==> src/rtl/interrupt_ctrl_pkg.sv <==
// interrupt_ctrl_pkg: CLINT address map, mip bit positions, interrupt cause and FSM encodings
package interrupt_ctrl_pkg;
    localparam logic [31:0] CLINT_MSIP     = 32'h0200_0000;
    localparam logic [31:0] CLINT_MTIMECMP = 32'h0200_4000;
    localparam logic [31:0] CLINT_MTIME    = 32'h0200_BFF8;
    localparam int MIP_MEIP = 11;
    localparam int MIP_MTIP = 7;
    localparam int MIP_MSIP = 3;
    typedef enum logic [1:0] {NOINT = 2'd0, EXINT = 2'd1, SWINT = 2'd2, TRINT = 2'd3} m_interrupt;
    typedef logic [1:0] irq_state_t;
    localparam irq_state_t IDLE = 2'd0;
    localparam irq_state_t REQ  = 2'd1;
    localparam irq_state_t HOLD = 2'd2;
    function automatic logic [63:0] byte_merge(input logic [63:0] old, input logic [63:0] din,
                                               input logic [7:0] strb);
        logic [63:0] r;
        for (int i = 0; i < 8; i++) r[8*i +: 8] = strb[i] ? din[8*i +: 8] : old[8*i +: 8];
        return r;
    endfunction
endpackage

==> src/rtl/interrupt_ctrl_sync.sv <==
// irq_sync: multi-flop synchroniser for the asynchronous external interrupt line
module irq_sync #(
    parameter int STAGES = 2
) (
    input  logic clk,
    input  logic reset,
    input  logic d,
    output logic q
);
    logic [STAGES-1:0] ff;
    always_ff @(posedge clk or posedge reset)
        if (reset) ff <= '0;
        else ff <= {ff[STAGES-2:0], d};
    assign q = ff[STAGES-1];
endmodule

==> src/rtl/interrupt_ctrl.sv <==
// interrupt_ctrl: CLINT-style timer/software/external interrupt sources with MMIO and a
// single arbitrated, acknowledge-handshaked request towards csr.
module interrupt_ctrl
    import interrupt_ctrl_pkg::*;
#(
    parameter int TIMER_DIV   = 1,
    parameter int SYNC_STAGES = 2
) (
    input  logic        clk,
    input  logic        reset,
    input  logic        ext_irq,
    input  logic [63:0] csr_mie,
    input  logic        csr_gie,
    input  logic        irq_ack,
    input  logic        mmio_req,
    input  logic        mmio_we,
    input  logic [31:0] mmio_addr,
    input  logic [7:0]  mmio_strb,
    input  logic [63:0] mmio_wdata,
    output logic [63:0] mmio_rdata,
    output logic        mmio_hit,
    output logic        irq_valid,
    output logic [1:0]  irq_cause,
    output logic [63:0] mip
);
    localparam int PW = $clog2(TIMER_DIV + 1);
    logic [PW-1:0] presc;
    logic [63:0] mtime, mtimecmp;
    logic msip, meip, mtip, tick, wr;
    logic sel_msip, sel_cmp, sel_time;
    logic e_ext, e_sw, e_tm, still;
    logic [1:0] best;
    irq_state_t state;
    logic unused_bits;

    irq_sync #(.STAGES(SYNC_STAGES)) u_sync (.clk(clk), .reset(reset), .d(ext_irq), .q(meip));

    assign sel_msip = mmio_addr[31:3] == CLINT_MSIP[31:3];
    assign sel_cmp  = mmio_addr[31:3] == CLINT_MTIMECMP[31:3];
    assign sel_time = mmio_addr[31:3] == CLINT_MTIME[31:3];
    assign mmio_hit = mmio_req & (sel_msip | sel_cmp | sel_time);
    assign wr       = mmio_req & mmio_we;
    assign tick     = presc == PW'(TIMER_DIV - 1);
    assign mmio_rdata = !mmio_req ? 64'd0 : sel_msip ? {63'd0, msip} : sel_cmp ? mtimecmp :
                        sel_time ? mtime : 64'd0;
    assign unused_bits = ^{csr_mie[63:12], csr_mie[10:8], csr_mie[6:4], csr_mie[2:0], mmio_addr[2:0]};

    // A software write to mtime takes precedence over that cycle's increment.
    always_ff @(posedge clk or posedge reset)
        if (reset) begin
            presc    <= '0;
            mtime    <= '0;
            mtimecmp <= '1;
            msip     <= 1'b0;
        end else begin
            presc    <= tick ? '0 : presc + PW'(1);
            mtime    <= (wr & sel_time) ? byte_merge(mtime, mmio_wdata, mmio_strb) :
                        tick ? mtime + 64'd1 : mtime;
            mtimecmp <= (wr & sel_cmp) ? byte_merge(mtimecmp, mmio_wdata, mmio_strb) : mtimecmp;
            msip     <= (wr & sel_msip & mmio_strb[0]) ? mmio_wdata[0] : msip;
        end

    assign mtip  = mtime >= mtimecmp;
    assign e_ext = csr_gie & csr_mie[MIP_MEIP] & meip;
    assign e_sw  = csr_gie & csr_mie[MIP_MSIP] & msip;
    assign e_tm  = csr_gie & csr_mie[MIP_MTIP] & mtip;
    assign best  = e_ext ? EXINT : e_sw ? SWINT : e_tm ? TRINT : NOINT;
    assign still = irq_cause == EXINT ? e_ext : irq_cause == SWINT ? e_sw :
                   irq_cause == TRINT ? e_tm : 1'b0;

    always_comb begin
        mip = '0;
        mip[MIP_MEIP] = meip;
        mip[MIP_MTIP] = mtip;
        mip[MIP_MSIP] = msip;
    end

    // Cause is frozen while a request is outstanding; ack beats withdraw.
    always_ff @(posedge clk or posedge reset)
        if (reset) begin
            state     <= IDLE;
            irq_valid <= 1'b0;
            irq_cause <= NOINT;
        end else if (state == IDLE) begin
            if (best != NOINT) begin
                state     <= REQ;
                irq_valid <= 1'b1;
                irq_cause <= best;
            end
        end else if (state == REQ) begin
            if (irq_ack | !still) begin
                state     <= irq_ack ? HOLD : IDLE;
                irq_valid <= 1'b0;
            end
        end else begin
            state     <= IDLE;
            irq_valid <= 1'b0;
        end
endmodule

==> config.mk <==
export PLATFORM = sky130hd
export DESIGN_NAME = interrupt_ctrl
export DESIGN_NICKNAME = d
export VERILOG_FILES = /design/src/rtl/interrupt_ctrl_pkg.sv /design/src/rtl/interrupt_ctrl_sync.sv /design/src/rtl/interrupt_ctrl.sv
export SDC_FILE = /design/constraint.sdc
export NUM_CORES = 1
export LEC_CHECK = 0
export CORE_MARGIN = 2
export CORE_UTILIZATION = 43
export DETAILED_ROUTE_END_ITERATION = 12
export PLACE_DENSITY = 0.8
export SLEW_MARGIN = 20
export SYNTH_ARGS = -nofsm -noshare
export SYNTH_HDL_FRONTEND = slang
export SYNTH_SLANG_ARGS = --single-unit
==> constraint.sdc <==
create_clock -name clk -period 4.23 [get_ports clk]
set_clock_uncertainty 0.05 [all_clocks]
set_input_delay 0.423 -clock clk [delete_from_list [all_inputs] [get_ports clk]]
set_output_delay 0.423 -clock clk [all_outputs]
set_load 0.005 [all_outputs]
Word level (Yosys, flattened, before mapping)
Index checks and enable logic that the tools add are counted.
{"block": "totals", "register_bits": 137, "inputBits": 175, "elab_cells": 109}
{"block": "op_classes", "add_sub_neg": 2, "order_cmp": 1, "n_eq_ne": 18, "muxes": 30, "n_bitwise": 15, "reduce_logical": 21}
{"op": "64-bit two-way mux", "n": 6}
{"op": "29-bit by 23-bit == test with 1-bit output, second input constant", "n": 3}
{"op": "64-bit by 1-bit adder with 64-bit output, second input constant", "n": 1}
{"op": "64-bit >= comparator", "n": 1}
{"op": "8-bit two-way mux", "n": 8}
{"op": "2-bit AND reduction", "n": 18}
{"op": "2-bit two-way mux", "n": 8}
{"op": "2-bit inequality test, second input constant", "n": 8}
{"op": "1-bit bitwise AND", "n": 12}
{"op": "1-bit two-way mux", "n": 8}
{"op": "2-bit by 1-bit == test with 1-bit output, second input constant", "n": 2}
{"op": "2-bit == test, second input constant", "n": 2}
{"op": "2-bit by 1-bit inequality test with 1-bit output, second input constant", "n": 2}
{"op": "3-bit by 2-bit inequality test with 1-bit output, second input constant", "n": 1}
{"op": "1-bit OR", "n": 3}
{"op": "2-bit logical NOT", "n": 1}
{"op": "2-bit nonzero test", "n": 1}
{"op": "1-bit adder, second input constant", "n": 1}
{"op": "1-bit logical NOT", "n": 1}

Depth between registers and ports, before layout
{"block": "logic_depth", "word_depth": 10, "depth_mapped": 10}

By module
A second synthesis with hierarchy kept.
{"block": "unflattened", "hier_cells": 1086, "hier_area_um2": 9589.2}
{"mod": "interrupt_ctrl", "n_inst": 1, "cells_each": 1083, "area_each_um2": 9535.4, "seq_area_each_um2": 3408.3}
{"mod": "irq_sync", "n_inst": 1, "cells_each": 3, "area_each_um2": 53.8, "seq_area_each_um2": 50.0}

Least setup slack after synthesis
Ideal clock, no wire load.
{"block": "synth_timing", "path_type": "reg-to-output", "start": "register mtimecmp[14]", "end": "output mip[7]", "arrival_ns": 1.992, "required_ns": 3.757, "setup_slack_ns": 1.765, "stages_incl_launch_ff": 9, "path_cell_list": "dfstp_2 -> inv_1 -> ha_1 -> nand4_1 -> or4_1 -> o211ai_1 -> a21oi_1 -> o31ai_1 -> buf_4"}
{"block": "synth_via", "elab_chain_len": 1}
{"element": "start: declaration", "line": "interrupt_ctrl.sv:28", "source": "logic [63:0] mtime, mtimecmp;"}
{"element": "start signal: assignment", "line": "interrupt_ctrl.sv:59", "source": "mtimecmp <= (wr & sel_cmp) ? byte_merge(mtimecmp, mmio_wdata, mmio_strb) : mtimecmp;"}
{"element": "64-bit >= comparator", "line": "interrupt_ctrl.sv:63", "source": "assign mtip = mtime >= mtimecmp;"}
{"element": "end: declaration", "line": "interrupt_ctrl.sv:24", "source": "output logic [63:0] mip"}
Every way passes these cells.

Worst setup path in the final report
{"block": "layout_timing", "start": "register mtimecmp[17]", "end": "output mip[7]"}
The elaborated chain is that of the path after synthesis.

==> impl_metrics.py <==
metrics = {
    "sta": {
        "grt_setup_unrepaired": "false",
        "whs_ns": 0.312,
        "setup_tns_ns": 0,
        "finalHoldViolCount": 0,
        "period_needed_ns": 3.75,
        "relSlewSlack": 0.475,
        "drv_slew": 0,
        "timing.final.crit_share": 0.886,
        "fmax_mhz": 267,
        "final-setup-viol-count": 0,
        "tightest_slew_ns": 0.782,
    },
    "global_route": {
        "grt_first_pass_wirelength_mm": 44.1,
        "grt_pass1_vias": 8967,
        "grtUsageMet3": 0.0471,
        "grt.overflow.total": 0,
        "busiest_layer": "met2",
        "grt_antenna_before_repair": 2,
        "grt_max_degree": 78,
        "grt_use_total": 0.228,
        "grtUsageMet1": 0.287,
        "met2_usage": 0.391,
    },
    "power_and_ir_drop": {
        "netSwitchingPower_uw": 690,
        "p_total_uw": 3170,
        "peakVddDrop_mv": 0.268,
        "powerDensity_nw_per_um2": 258,
        "pwr-share-comb": 0.070,
        "clockPowerShare": 0.516,
        "power_leakage_uw": 0.00496,
        "p_int_uw": 2480,
        "seq_power_share": 0.414,
        "swShare": 0.218,
    },
    "yosys": {
        "yosysTopAreaCell": "dfrtp_1",
        "yosys-mux-area-fraction": 0.0763,
        "netlist_top_cells_area": "dfrtp_1 (18%), dfstp_2 (17%), ha_1 (8.4%)",
        "ys_ff_latch": 135,
        "synthTopCellsByCount": "nor2_1 (167), nand2_1 (84), inv_1 (75)",
        "ys_seq_area_frac": 0.356,
        "netlist_instances": 1123,
        "synth_warnings": 0,
        "synthAdderAreaFrac": 0.0836,
        "synth_xor_area_frac": 0,
        "synth.most_common_cell": "nor2_1",
        "synth_top_family_by_area": "simple AND/OR/NAND/NOR gates",
        "synth-edff-count": 0,
        "synthFlopType": "dfrtp_1",
        "synth_top_area_share": 0.183,
        "async_flop_share": 1.00,
        "avgSynthCellArea_um2": 8.66,
        "synthSimpleGateAreaFrac": 0.213,
        "yosys.cell_types.count": 70,
        "synth_compound_area_frac": 0.175,
        "syn_area_um2": 9720,
    },
    "floorplan": {
        "fp.dieW_um": 154,
        "fp.coreArea_um2": 22400,
        "start_util": 0.433,
        "die_area_um2": 23800,
        "io_pins": 307,
        "die_h_um": 154,
        "rows": 55,
    },
    "final_layout": {
        "drive_above_1_share": 0.154,
        "final_nets": 1528,
        "design_area_um2": 12300,
        "area_delta_synth_final_pct": 26.1,
        "nFillCells": 1974,
        "utilization": 0.547,
    },
    "run_status": {
        "status": "finished, final reports clean",
    },
    "worst_setup_path": {
        "crit_family": "compound AO/OA/AOI/OAI gates",
        "cp.depth": 9,
        "cp.arrival_ns": 3.27,
        "crit_chain": "inv_1, ha_1, a21oi_1, o21ai_0, a221oi_1, o211ai_1, a21oi_1, o31ai_1, clkdlybuf4s50_1",
        "worst-path-max-fanout": 3,
        "worst-setup-path-type": "flip-flop to output pin",
        "cp.buffers_inverters": 2,
        "critPathCaptureType": "output pin",
        "critPathLaunchType": "flip-flop",
        "cp_common_cell": "a21oi_1",
        "crit_path_max_incr_delay_ns": 0.56,
        "crit_path_top_delay_cell": "a221oi_1",
        "cp.required_ns": 3.76,
        "rr_worst_depth": 9,
        "reg2reg_setup_slack_ns": 1.25,
    },
    "detailed_routing": {
        "drc": 0,
        "drt_iter0_drc": 563,
        "wl_per_cell_um": 16.9,
        "routed_wl_mm": 26.8,
        "final_antenna_net_count": 0,
        "vias": 9064,
        "via_per_inst": 5.71,
        "firstDrtPassIters": 5,
    },
    "clocking": {
        "cts-root-buf": "clkbuf_16",
        "cts_sinks": 135,
        "clkTransAtPathRegs_ns": 0.06,
        "cts_tree": "yes",
        "htree_levels": 4,
        "clk-insertion-delay-late_ns": 0.43,
        "postCtsHoldBufs": 0,
        "clock_path_buffers": 2,
        "cts-resized-gates": 0,
        "cts_buffers": 17,
        "post_cts_buffers": 0,
    },
    "place": {
        "place_congestion": 0.903,
        "place_area_um2": 11600,
        "place_hpwl_mm": 19.9,
        "io_buffers": 181,
    },
    "flow_run": {
        "cap_violations": 0,
    },
    "hold_path": {
        "holdPathStages": 0,
        "hold_path_class": "flip-flop to flip-flop",
    },
}
-- routing by layer --
| metal | up-vias | part of all wire |
|---|---|---|
| met2 | 384 | 0.48 |
| met3 | 41 | 0.071 |
| li1 | 4257 | - |
| met5 | - | 0.00041 |
| met1 | 4380 | 0.43 |
| met4 | 2 | 0.018 |
-- per-stage QoR --
step | std cells | worst slack, ns
finish | 1587 | 0.483
global route | 1586 | 0.255
CTS | 1586 | 0.509
detailed placement | 1554 | 0.529
global placement | 1554 | 0.582
floorplan | 1183 | 0.252
-- path summary, 6_finish.rpt --
path                              start            to
min                        u_sync.ff[0]  u_sync.ff[1]
max in group asynchronous         reset  mtimecmp[37]
max reg2reg                mtimecmp[17]  irq_cause[0]
min in group asynchronous         reset     mtime[10]
min reg2reg                u_sync.ff[0]  u_sync.ff[1]
max                        mtimecmp[17]        mip[7]
-- placed cells by master, fill, tap and decap left out, types with 61 or more instances in the layout --
cell type / Yosys / routed
a21oi_1: 74 / 74
a22oi_1: 64 / 64
clkdlybuf4s50_1: 0 / 181
conb_1: 1 / 61
dfrtp_1: 71 / 71
dfstp_2: 64 / 64
ha_1: 65 / 65
inv_1: 75 / 74
mux2_2: 65 / 65
nand2_1: 84 / 84
nor2_1: 167 / 167
-- flip-flops by register name (all words and copies together), names as in the netlist --
name       count
irq_cause      2
msip           1
mtime         64
mtimecmp      64
u_sync.ff      2
state          2
-- logic make-up after synthesis --
kind of cell,after synthesis
adder cells (fa/ha/maj),65
AO/OA/AOI/OAI,265
AND/OR/NAND/NOR,412
other,1
flip-flops,135
multiplexers,66
buffers and inverters,179
-- power by group through the flow --
stage / Combinational [uW] / Sequential [uW] / Clock (uW)
2_1_floorplan: 105 / 1330 / 0
3_3_place_gp: 219 / 1330 / 0
3_5_place_dp: 222 / 1330 / 0
4_1_cts: 223 / 1310 / 1660
5_1_grt: 244 / 1310 / 1710
6_report: 223 / 1310 / 1630
-- final cells by class --
class | count | area (um2) | share of cell area
diodes | 1 | 2.50 | 0.000204
inverters | 75 | 284 | 0.0232
repair buffers | 190 | 1950 | 0.159
multi-input cells | 869 | 5570 | 0.454
well taps | 285 | 357 | 0.0291
clock buffers | 18 | 439 | 0.0358
clock inverters | 14 | 204 | 0.0166
flip-flops and latches | 135 | 3460 | 0.282
(Power assumes the default switching activity.)
